## src/rtl/dmem_pkg.sv

```systemverilog
// Shared definitions for the data-memory bus bridge: FSM state encoding,
// parameter defaults, the bus payload struct and a counter-width helper.
package dmem_pkg;

  localparam logic [1:0] IDLE = 2'd0;
  localparam logic [1:0] BUSY = 2'd1;
  localparam logic [1:0] DONE = 2'd2;

  localparam int unsigned TIMEOUT_DEF    = 255;
  localparam logic [31:0] FAULT_DATA_DEF = 32'h0000_0000;

  // Registered bus-side request payload.
  typedef struct packed {
    logic        we;
    logic [31:0] addr;
    logic [31:0] wdata;
  } dmem_bus_t;

  // Counter wide enough to hold the value TIMEOUT.
  function automatic int unsigned cnt_width(input int unsigned timeout);
    return $clog2(timeout + 1);
  endfunction

endpackage

```

## src/rtl/dmem_bridge.sv

```systemverilog
// dmem_bridge: turns the MEM stage's single-cycle memory request into a
// multi-cycle req/ack bus transaction, stalling the pipeline meanwhile.
// Ports:
//   clk, rst_n                 clock, async active-low reset
//   mem_ren/mem_wen            MEM-stage read/write request (write wins)
//   mem_addr, mem_dout         byte address and write data from MEM
//   mem_din                    read data to MEM/WB (registered)
//   mem_stall                  combinational pipeline hold
//   bus_req/we/addr/wdata      registered bus request side
//   bus_ack, bus_rdata         bus completion strobe and read data
//   fault_clr                  clears the sticky fault flags
//   align_err, timeout_err     sticky fault flags
module dmem_bridge
  import dmem_pkg::*;
#(
  parameter int unsigned TIMEOUT    = TIMEOUT_DEF,
  parameter logic [31:0] FAULT_DATA = FAULT_DATA_DEF
) (
  input  logic        clk,
  input  logic        rst_n,
  input  logic        mem_ren,
  input  logic        mem_wen,
  input  logic [31:0] mem_addr,
  input  logic [31:0] mem_dout,
  output logic [31:0] mem_din,
  output logic        mem_stall,
  output logic        bus_req,
  output logic        bus_we,
  output logic [31:0] bus_addr,
  output logic [31:0] bus_wdata,
  input  logic        bus_ack,
  input  logic [31:0] bus_rdata,
  input  logic        fault_clr,
  output logic        align_err,
  output logic        timeout_err
);

  localparam int unsigned CNT_W = cnt_width(TIMEOUT);

  logic [1:0]       state_q, state_d;
  logic [CNT_W-1:0] cnt_q, cnt_d;
  dmem_bus_t        bus_q, bus_d;
  logic             req_q, req_d;
  logic [31:0]      rdata_q, rdata_d;
  logic             align_q, align_d;
  logic             tmo_q, tmo_d;
  logic             op;
  logic             set_align;
  logic             set_tmo;

  assign op = mem_ren | mem_wen;

  // State and datapath registers.
  always_ff @(posedge clk or negedge rst_n) begin
    if (!rst_n) begin
      state_q <= IDLE;
      cnt_q   <= '0;
      bus_q   <= '0;
      req_q   <= 1'b0;
      rdata_q <= '0;
      align_q <= 1'b0;
      tmo_q   <= 1'b0;
    end else begin
      state_q <= state_d;
      cnt_q   <= cnt_d;
      bus_q   <= bus_d;
      req_q   <= req_d;
      rdata_q <= rdata_d;
      align_q <= align_d;
      tmo_q   <= tmo_d;
    end
  end

  // Next-state, next-register values and the combinational stall.
  always_comb begin
    state_d   = state_q;
    cnt_d     = cnt_q;
    bus_d     = bus_q;
    req_d     = req_q;
    rdata_d   = rdata_q;
    set_align = 1'b0;
    set_tmo   = 1'b0;
    mem_stall = 1'b0;

    case (state_q)
      IDLE: begin
        mem_stall = op;
        if (op) begin
          if (mem_addr[1:0] == 2'b00) begin
            bus_d.addr  = {mem_addr[31:2], 2'b00};
            bus_d.we    = mem_wen;
            bus_d.wdata = mem_dout;
            cnt_d       = '0;
            req_d       = 1'b1;
            state_d     = BUSY;
          end else begin
            set_align = 1'b1;
            rdata_d   = FAULT_DATA;
            state_d   = DONE;
          end
        end
      end
      BUSY: begin
        mem_stall = 1'b1;
        cnt_d     = cnt_q + CNT_W'(1);
        // Ack beats a timeout landing in the same cycle.
        if (bus_ack) begin
          rdata_d = bus_q.we ? 32'h0 : bus_rdata;
          req_d   = 1'b0;
          state_d = DONE;
        end else if (cnt_q == CNT_W'(TIMEOUT - 1)) begin
          set_tmo = 1'b1;
          rdata_d = FAULT_DATA;
          req_d   = 1'b0;
          state_d = DONE;
        end
      end
      DONE: begin
        state_d = IDLE;
      end
      default: begin
        req_d   = 1'b0;
        state_d = IDLE;
      end
    endcase

    // Sticky flags: a set event overrides a simultaneous clear.
    align_d = set_align | (align_q & ~fault_clr);
    tmo_d   = set_tmo | (tmo_q & ~fault_clr);

    // Stall is released immediately while reset is asserted.
    mem_stall = mem_stall & rst_n;
  end

  assign mem_din     = rdata_q;
  assign bus_req     = req_q;
  assign bus_we      = bus_q.we;
  assign bus_addr    = bus_q.addr;
  assign bus_wdata   = bus_q.wdata;
  assign align_err   = align_q;
  assign timeout_err = tmo_q;

endmodule

```

## config.mk

```make
export PLATFORM = sky130hd
export DESIGN_NAME = dmem_bridge
export DESIGN_NICKNAME = d
export VERILOG_FILES = /design/src/rtl/dmem_pkg.sv /design/src/rtl/dmem_bridge.sv
export SDC_FILE = /design/constraint.sdc
export NUM_CORES = 1
export LEC_CHECK = 0
export ABC_AREA = 1
export BUFFER_PORTS_ARGS = -buffer_cell sky130_fd_sc_hd__buf_2
export CORE_MARGIN = 2
export CORE_UTILIZATION = 47
export CTS_CLUSTER_DIAMETER = 150
export DETAILED_ROUTE_END_ITERATION = 7
export PLACE_DENSITY = 0.92
export SLEW_MARGIN = 15
export SYNTH_ARGS = -nofsm -noshare
export SYNTH_HDL_FRONTEND = slang
export SYNTH_SLANG_ARGS = --single-unit
```

## constraint.sdc

```tcl
create_clock -name clk -period 1.9 [get_ports clk]
set_input_delay 0.19 -clock clk [delete_from_list [all_inputs] [get_ports clk]]
set_output_delay 0.19 -clock clk [all_outputs]
set_load 0.02 [all_outputs]
```

==> out/summary.md <==
The synthesized netlist devotes 0.563% of its cell area to adder and majority cells. After detailed routing, the average wire length per cell comes to 12.9 um. Hold timing on the final database bottoms out at a slack of 0.0258 ns. The worst setup path is launched from a flop. Timing analysis after detailed placement gives a worst setup slack of 0.289 ns.

Counting tap cells, the placed design contains a total of 781 instances. Excluding fillers, the count of instances in the completed layout stands at 796. Type of the worst min-delay path: input pin to flop. At the worst endpoint, the arrival time is 1.52 ns. After the first detailed-routing iteration, the DRC count stood at 154.

The number of clock sinks was 108; the netlist area before placement was 4440 um2. By area, the combinational part of the netlist is dominated by simple AND/OR/NAND/NOR gates. The maximum fanout along the worst path works out to 4. Total of warnings raised by yosys: 0. From bottom edge to top edge, the die measures 101 um. In this run the tool buffered the top-level ports with 200 buffer cells.

The path type of the worst setup path was flop to primary output. In this run the power spent charging and discharging nets is 3.26 mW. The flow ran to the end, and the final reports show no timing, DRC or antenna violations. Synthesis produced 486 cells. Across the run, the number of max-cap violations was 0. The I/O pin count was 203. In this run the clock root is driven by a clkbuf_8. Net switching is 39.3% of the power. Averaged over all synthesized cells, the footprint is 9.14 um2. The relative area change from synthesis to final layout works out to 29.3%.

Of all flip-flops after synthesis, the portion carrying an async set or reset was 100%. The final hold violation count came out at 0. The leakage dissipation is 3.47 nW. The logs give 3772 for the overall via count from detail_route and 19.2% for the power share of the clock group. Clock-pin slew was measured on the worst setup and hold paths at 0.10 ns. The slew at the pin closest to its max-slew limit works out to 0.567 ns. TritonCTS built the clock tree.

The tools report the final design area excluding fillers as 5740 um2. In the routed design, unresolved DRC markers number 0. After detailed routing, the number of vias per cell comes to 4.74. The top cell types in the final layout, fill and taps aside, are buf_2 (199), nand2_1 (176), dfrtp_1 (108). Measured against its own limit, the worst slew margin works out to 62.2%. The number of antenna diodes was 0.

The fraction of synthesized area in multiplexers is 0.225%, and the combinational share of power is 37.8%. TritonCTS created 9 clock buffers. At the end of the flow the core is filled with cells to 62.4%.

Critical path data required time: 1.71 ns. After detailed placement, the total cell area comes to 5500 um2. At the end of routability-driven placement, the weighted congestion stood at 0.814.

The pin count of the biggest net entering global routing is 109. The kind of end point of the critical path was a primary output. The floorplan has 35 rows. After global routing the overflow that remains totals 0.

The area inside the core boundary came out at 9200 um2. Counting flops with a built-in enable in the synthesized netlist gives 0. For this design the ratio of total power to cell area is 1450 nW/um2.

The clock passes through at most 2 buffers. The number of antenna violations at the first check in global routing was 0; the number of detailed-routing iterations run before antenna repair was 4. Sequential elements use 60.8% of the synthesized area. The logs give 10200 um2 for the total die area and 48.3% for the starting density of the core.

The final count of pins violating max slew is 0. Summing the areas of all and, or, nand and nor instances in the mapped netlist gives 18.1% of the synthesized area. After layout, the worst path uses 89.8% of the clock period. Yosys mapped the design onto 24 distinct sky130hd cell types. The area share of xor/xnor cells in the synthesized design is 0%, and the post-detailed-routing wire length is 10.3 mm. The net count of the finished layout is 786. The worst-case IR drop observed on VDD is 0.856 mV.

The post-detailed-placement half-perimeter wirelength came out at 7.69 mm. The share of layout cells above drive strength 1 is 34.7%, and the setup TNS is 0 ns. Setup repair after global routing left no endpoint under its margin.

The synthesized netlist devotes 9.74% of its cell area to compound gates. Measured along the x axis, the die boundary spans 101 um. Synthesis inferred 108 register bits. Overall power consumption after layout is estimated at 8.31 mW. The run gives 5.05 mW as the cell internal power dissipation. In this run the remaining antenna-violating nets after routing total 0. For this run, the leading register cell type out of synthesis is dfrtp_1.

The clock tree synthesis step divided the H-tree into 3 levels. Highest attainable clock frequency: 0.586 GHz. Setup violations remaining at the end of the flow were counted as 0.

Across all setup checks in the final design, the least slack found is 0.194 ns. The library cell used most frequently in the layout, excluding fill and tap cells, is buf_2. For the worst-skew pair, the clock arrives at the later sink with an insertion delay of 0.35 ns. The clock period could shrink to 1.71 ns. The setup skew after layout is 0.0161 ns, and the first-pass GRT wire length is 16.5 mm.

Number of global-route vias before repair: 3639. Global routing consumed, over all layers together, 20.1% of the routing resources. Registers are responsible for 43.0% of the overall power.
-- synthesized netlist by cell type, types with 2 or more instances --
cell type | count | area [um2]
buf_6 | 11 | 124
o21ai_0 | 10 | 50.1
a21oi_1 | 2 | 10.0
ha_1 | 2 | 25.0
o21ai_2 | 12 | 105
buf_4 | 5 | 37.5
buf_2 | 2 | 10.0
clkbuf_1 | 5 | 18.8
o21ai_1 | 48 | 240
nor2_1 | 9 | 33.8
inv_1 | 73 | 274
nand2_1 | 177 | 664
nand3_1 | 11 | 55.1
nand3_2 | 2 | 20.0
dfrtp_1 | 108 | 2700
-- final timing paths --
kind | start | to | slack [ns] | depth (start not counted)
max in group asynchronous | rst_n | bus_wdata[29] | 1.00 | 3
setup reg to reg | cnt_q[0] | mem_din[2] | 0.29 | 10
hold / removal | bus_rdata[22] | mem_din[22] | 0.03 | 3
hold reg to reg | mem_din[19] | mem_din[19] | 0.47 | 2
min in group asynchronous | rst_n | mem_din[21] | 0.45 | 3
setup / recovery | state_q[0] | mem_stall | 0.19 | 4
-- registers in the layout, indices dropped and copies added, names as in the netlist --
signal       flops
cnt_q            8
mem_din         32
bus_we           1
align_err        1
bus_req          1
bus_addr        30
bus_wdata       32
timeout_err      1
state_q          2
-- area by class of cell --
| class | instances | area (um2) |
|---|---|---|
| Clock inverter | 4 | 98.8 |
| Clock buffer | 10 | 128 |
| Tap cell | 111 | 139 |
| Multi-Input combinational cell | 283 | 1290 |
| Sequential cell | 108 | 2700 |
| Inverter | 73 | 274 |
| Fill cell | 799 | 3450 |
| Timing Repair Buffer | 207 | 1110 |
-- layer usage --
metal	part of all wire, %	vias to the layer above	GRT usage [%]	routed length (um)
li1	-	1858	-	-
met1	41	1761	25.0	4260
met2	51	131	34.5	5270
met3	5.3	22	4.35	545
met4	2.2	0	7.80	231
met5	0	-	0	0
-- cells by family after synthesis --
group | after synthesis
AOI/OAI and AO/OA | 76
adders and majority gates | 2
DFF | 108
muxes | 1
other | 1
buffers and inverters | 96
and+or+nand+nor | 202
-- worst max-delay path: stages, from the launching register on --
cell      delay [ns]
dfrtp_1         0.43
nor2_2          0.25
nand2_1         0.11
a21boi_0        0.19
buf_2           0.20
-- timing repair --
item | in CTS | in global routing
buffers inserted | 0 | 0
gates resized for setup | 0 | 2
hold endpoints to repair | 108 | 0
endpoints found under the setup margin | 0 | 1
hold buffers | 1 | 0
-- power by group through the flow --
stage	clock (mW)	combinational [mW]	sequential, mW
6_report	1.60	3.14	3.57
5_1_grt	1.73	3.45	3.67
2_1_floorplan	0	1.07	4.49
3_3_place_gp	0	3.05	3.57
3_5_place_dp	0	3.17	3.59
4_1_cts	1.64	3.17	3.57
Power figures use the tool's default switching activity.
